File: config.mk
export PLATFORM = sky130hd
export DESIGN_NAME = resp_compactor
export DESIGN_NICKNAME = d
export VERILOG_FILES = /design/src/rtl/resp_compactor.sv
export SDC_FILE = /design/constraint.sdc
export NUM_CORES = 1
export LEC_CHECK = 0
export BUFFER_PORTS_ARGS = -buffer_cell sky130_fd_sc_hd__buf_2
export CAP_MARGIN = 30
export CORE_UTILIZATION = 46
export DETAILED_ROUTE_END_ITERATION = 8
export GPL_TIMING_DRIVEN = 0
export PLACE_DENSITY = 0.75
export SLEW_MARGIN = 20
export SYNTH_ARGS = -nofsm -noshare
export SYNTH_HDL_FRONTEND = slang
export SYNTH_SLANG_ARGS = --single-unit
File: constraint.sdc
create_clock -name CK -period 1.8 [get_ports CK]
set_input_delay 0.27 -clock CK [delete_from_list [all_inputs] [get_ports CK]]
set_output_delay 0.27 -clock CK [all_outputs]
set_load 0.03 [all_outputs]
File: src/rtl/resp_compactor.sv
// Response compactor: skips warm-up samples of the CUT output, then folds them into a SISR.
// Define RESP_GOLDEN_CMP_EN to build the registered golden-signature compare driving PASS.
module resp_compactor #(
    parameter int               SIG_W = 16,
    parameter logic [SIG_W-1:0] POLY  = SIG_W'(16'h1021),
    parameter logic [SIG_W-1:0] SEED  = '0,
    parameter int               CNT_W = 8,
    parameter logic [CNT_W-1:0] SKIP  = CNT_W'(3)
) (
    input  logic             CK,
    input  logic             RST,
    input  logic             START,
    input  logic [CNT_W-1:0] LEN,
    input  logic             SIN,
    input  logic             SIN_VLD,
    input  logic [SIG_W-1:0] GOLDEN,
    output logic             BUSY,
    output logic             DONE,
    output logic [SIG_W-1:0] SIG,
    output logic             PASS
);

    typedef enum logic [1:0] {
        S_IDLE,
        S_FLUSH,
        S_RUN,
        S_DONE
    } state_t;

    state_t           state, state_n;
    logic [SIG_W-1:0] sig, sig_n;
    logic [CNT_W-1:0] skip_cnt, skip_n;
    logic [CNT_W-1:0] len_cnt, len_n;

    function automatic logic [SIG_W-1:0] sisr(input logic [SIG_W-1:0] s,
                                              input logic b);
        logic [SIG_W-1:0] r;
        r    = {s[SIG_W-2:0], 1'b0} ^ (s[SIG_W-1] ? POLY : '0);
        r[0] = r[0] ^ b;
        return r;
    endfunction

    always_ff @(posedge CK) begin
        if (RST) begin
            state    <= S_IDLE;
            sig      <= '0;
            skip_cnt <= '0;
            len_cnt  <= '0;
        end else begin
            state    <= state_n;
            sig      <= sig_n;
            skip_cnt <= skip_n;
            len_cnt  <= len_n;
        end
    end

    always_comb begin
        state_n = state;
        sig_n   = sig;
        skip_n  = skip_cnt;
        len_n   = len_cnt;
        unique case (state)
            S_IDLE, S_DONE: begin
                // the sample coincident with START is never consumed
                if (START) begin
                    sig_n  = SEED;
                    skip_n = SKIP;
                    len_n  = LEN;
                    if (LEN == '0)
                        state_n = S_DONE;
                    else if (SKIP == '0)
                        state_n = S_RUN;
                    else
                        state_n = S_FLUSH;
                end
            end
            S_FLUSH: begin
                if (SIN_VLD) begin
                    skip_n = skip_cnt - 1'b1;
                    if (skip_cnt == CNT_W'(1))
                        state_n = S_RUN;
                end
            end
            S_RUN: begin
                if (SIN_VLD) begin
                    sig_n = sisr(sig, SIN);
                    len_n = len_cnt - 1'b1;
                    if (len_cnt == CNT_W'(1))
                        state_n = S_DONE;
                end
            end
            default: state_n = S_IDLE;
        endcase
    end

    assign BUSY = (state == S_FLUSH) || (state == S_RUN);
    assign DONE = (state == S_DONE);
    assign SIG  = sig;

`ifdef RESP_GOLDEN_CMP_EN
    logic pass_q;

    // compare against next-state values so PASS is valid with the first DONE cycle
    always_ff @(posedge CK) begin
        if (RST)
            pass_q <= 1'b0;
        else
            pass_q <= (state_n == S_DONE) && (sig_n == GOLDEN);
    end

    assign PASS = pass_q;
`else
    logic unused_golden;
    assign unused_golden = ^GOLDEN;
    assign PASS          = 1'b0;
`endif

endmodule

==> reports/qor_table.md <==
| Quantity | This run | Unit |
|---|---|---|
| Status | completed | - |
| Synthesized cell area | 0.00168 | mm² |
| Class of the most critical setup path | flop to flop | - |
| P_int | 0.00198 | W |
| Full die area | 0.00391 | mm² |
| Antenna violations before repair | 0 | - |
| Count of unique library cells instantiated by Yosys | 40 | - |
| Critical Path RT | 2020 | ps |
| Max Root-Sink Buffers | 2 | - |
| Wire length per cell | 12.8 | µm |
| Unrepaired setup endpoints after global routing | no | - |
| Count of final hold-check violations | 0 | - |
| RePlAce Congestion | 0.843 | - |
| Most frequent cells after synthesis | sky130_fd_sc_hd__nor2_1 (37), sky130_fd_sc_hd__dfxtp_1 (34), sky130_fd_sc_hd__a22oi_1 (16) | - |
| Number of enable flip-flop cells after synthesis | 0 | - |
| Register area share after synthesis | 40.4 | % |
| Cell taking the most area after synthesis | sky130_fd_sc_hd__dfxtp_1 | - |
| Worst reg2reg endpoint | SIG[2]$_SDFFE_PP0P_ | - |
| Post-synth top area share | 40.4 | % |
| Total power per unit cell area | 1680 | mW/mm² |
| Setup Slack @ Placement | -164 | ps |
| Share of cells above drive strength 1 | 25.1 | % |
| Aggregate routed wire length | 3550 | µm |
| Number of clock buffers inserted by TritonCTS | 5 | - |
| Most used standard cell by instance count after synthesis | sky130_fd_sc_hd__nor2_1 | - |
| Total chip power | 0.00340 | W |
| Dominant synthesized flop cell | sky130_fd_sc_hd__dfxtp_1 | - |
| Number of rows in the core area | 21 | - |
| Number of max-cap violations | 0 | - |
| Width of the die | 62.5 | µm |
| Number of synthesized register bits | 34 | - |
| Count of port buffers added during placement | 30 | - |
| Syn. warnings | 0 | - |
| Critical R2R Launch | state[0]$_SDFFE_PP0P_ | - |
| Clock transition at the registers of the reported paths | 120 | ps |
| Number of nets at the end of the flow | 268 | - |
| Hold Crit Depth | 3 | - |
| Final slew viol count | 0 | - |
| Post-route cell area | 0.00202 | mm² |
| Slack of the worst reg-to-reg path | 70 | ps |
| Sequential fraction of design power | 32.4 | % |
| Area used by sequential logic in the layout | 684 | µm² |
| Overall die height | 62.5 | µm |
| Final setup viols | 0 | - |
| WHS | 265 | ps |
| Remaining DRCs | 0 | - |
| Total negative slack | 0 | ps |
| Period Utilization, post-route | 96.4 | % |
| Largest net degree at the start of global routing | 11 | - |
| Async set-or-reset flop fraction in the synthesized netlist | 0 | % |
| Post-detailed-placement half-perimeter wirelength | 2520 | µm |
| Antenna violation net count after detailed routing | 0 | - |
| Post-synthesis average cell area | 8.64 | µm² |
| WHS Endpoint | len_cnt[0]$_SDFFE_PP0P_ | - |
| Clock skew after layout | 16.2 | ps |
| Min-Delay Startpoint | LEN[0] | - |
| Cell types with the largest area share after synthesis | sky130_fd_sc_hd__dfxtp_1 (40%), sky130_fd_sc_hd__nor2_1 (8.2%), sky130_fd_sc_hd__a22oi_1 (7.1%) | - |
| Ant diodes | 0 | - |
| Number of filler cells placed in the layout | 338 | - |
| Total number of vias | 1485 | - |
| Switching Share | 41.6 | % |
| Syn Inst Count | 195 | - |
| FMAX | 576 | MHz |
| Crit path launch type | flop | - |
| Critical path data arrival time | 1960 | ps |
| Max VDD drop | 0.671 | mV |
| Placed cell area | 0.00190 | mm² |
| Switching power total | 0.00141 | W |
| Number of global-route vias before repair | 1306 | - |
| Wire length of the first global-routing pass | 5840 | µm |
| Clock tree from TritonCTS | built | - |
| Iteration-0 DRC count of the detailed router | 69 | - |
| Total number of H-tree levels | 2 | - |
| Detailed-router iteration count before antenna repair | 4 | - |
| Number of clock sinks | 34 | - |
| Standard cell core area | 0.00342 | mm² |
| Worst hold path class | input port to flop | - |
| Worst setup slack after layout | 65.1 | ps |
| Critical path peak fanout | 10 | - |
| Total global-route track usage | 19.3 | % |
| Synthesized netlist net count | 232 | - |
| Gate power share | 50.6 | % |
| Worst reg2reg path depth | 7 | - |
| Endpoint class of the critical path | flop | - |
| Layout area overhead | 20.2 | % |
| Post-DR vias/cell | 5.36 | - |
| Count of boundary I/O pins | 48 | - |
| Multi-input gate area in the final layout | 940 | µm² |
| Starting Density | 49.3 | % |
| Remaining Overflow, GRT | 0 | - |
| Latest clock arrival within the worst-skew pair | 350 | ps |
| Final min period | 1730 | ps |
| Part of the total power dissipated in the clock network | 17.0 | % |
| Leakage power total | 0.868 | nW |
| Clock Root Buffer | sky130_fd_sc_hd__clkbuf_4 | - |
worst max path at each step:
stage | slack, ps | from | cells past startpoint | to
2_1_floorplan | 50 | state[0]$_SDFFE_PP0P_ | 8 | SIG[10]$_SDFFE_PP0P_
3_3_place_gp | -130 | state[0]$_SDFFE_PP0P_ | 8 | len_cnt[0]$_SDFFE_PP0P_
3_5_place_dp | -160 | state[0]$_SDFFE_PP0P_ | 8 | SIG[12]$_SDFFE_PP0P_
4_1_cts | 9 | state[0]$_SDFFE_PP0P_ | 7 | SIG[12]$_SDFFE_PP0P_
5_1_grt | 2 | state[0]$_SDFFE_PP0P_ | 7 | SIG[5]$_SDFFE_PP0P_
6_report | 70 | state[0]$_SDFFE_PP0P_ | 7 | SIG[2]$_SDFFE_PP0P_
layer usage:
layer | global-route usage [%] | vias to the layer above | share of wire (%)
met5 | 0 | - | 0
met4 | 9.30 | 0 | 1.7
met3 | 6.57 | 6 | 6.7
met2 | 28.7 | 50 | 42
met1 | 24.8 | 675 | 49
li1 | - | 754 | -
cells in the final DEF (no fill, tap or decap), types with 2 or more instances in the layout:
cell type	synthesis	final
sky130_fd_sc_hd__inv_1	9	9
sky130_fd_sc_hd__dfxtp_1	34	33
sky130_fd_sc_hd__nor4_1	4	4
sky130_fd_sc_hd__a211o_1	2	2
sky130_fd_sc_hd__a22oi_1	16	13
sky130_fd_sc_hd__clkbuf_4	0	5
sky130_fd_sc_hd__nor3_1	3	3
sky130_fd_sc_hd__a21oi_1	8	8
sky130_fd_sc_hd__nor2_1	37	37
sky130_fd_sc_hd__ha_1	8	7
sky130_fd_sc_hd__o21ai_0	8	8
sky130_fd_sc_hd__buf_2	2	30
sky130_fd_sc_hd__dlygate4sd1_1	2	2
sky130_fd_sc_hd__a22oi_2	0	3
sky130_fd_sc_hd__buf_4	1	3
sky130_fd_sc_hd__nor2b_1	2	2
sky130_fd_sc_hd__nand3_1	6	6
sky130_fd_sc_hd__clkbuf_8	1	2
sky130_fd_sc_hd__a211oi_1	5	5
sky130_fd_sc_hd__mux2i_1	2	2
sky130_fd_sc_hd__nand2b_1	3	3
sky130_fd_sc_hd__clkbuf_1	5	2
sky130_fd_sc_hd__xor2_1	10	10
sky130_fd_sc_hd__nand2_1	7	7
sky130_fd_sc_hd__xnor2_1	2	2
power by group through the flow:
stage | registers, W | clock network [W] | logic (W)
4_1_cts | 0.00110 | 0.000591 | 0.00161
5_1_grt | 0.00112 | 0.000629 | 0.00191
3_3_place_gp | 0.00111 | 0 | 0.00157
3_5_place_dp | 0.00111 | 0 | 0.00161
6_report | 0.00110 | 0.000578 | 0.00172
2_1_floorplan | 0.00107 | 0 | 0.00132
final cells by class:
class / instances / share of cell area, %
buffer: 9 / 3.46
timing repair buffer: 31 / 7.79
clock buffer: 6 / 2.53
tap: 46 / 2.84
clock inverter: 1 / 1.48
inverter: 9 / 1.67
sequential: 34 / 33.8
multi-input combinational: 141 / 46.4
registers in the layout (all words and copies together), names as in the netlist:
signal    flops
SIG          16
len_cnt       8
skip_cnt      8
state         2
critical path: stages, from the launching register on:
cell	delay (ps)
sky130_fd_sc_hd__dfxtp_4	370
sky130_fd_sc_hd__inv_1	60
sky130_fd_sc_hd__ha_4	270
sky130_fd_sc_hd__and2b_2	230
sky130_fd_sc_hd__or2_4	270
sky130_fd_sc_hd__buf_4	180
sky130_fd_sc_hd__a22oi_1	180
sky130_fd_sc_hd__nor2_1	60
repair_timing:
action | in CTS | in global routing
hold buffers | 0 | 0
setup buffers | 0 | 1
endpoints found under the setup margin | 24 | 24
resized for setup | 4 | 10
pin swaps | 1 | 2
stage by stage:
stage,cells,util (%)
after floorplan,195,-
after global placement,271,55.8
after detailed placement,271,55.8
after CTS,276,58.1
after global routing,277,59.3
final,277,59.3
cell families after synthesis:
logic type	count (synthesis)	synth area share, %
AND/OR/NAND/NOR	71	20.4
XOR/XNOR	12	6.24
buffers and inverters	20	6.02
other	1	0.223
adder cells (fa/ha/maj)	8	5.94
flip-flops	34	40.4
multiplexers	2	1.19
AO/OA/AOI/OAI	47	19.5
Note: power is estimated with default switching activity, not from simulation.
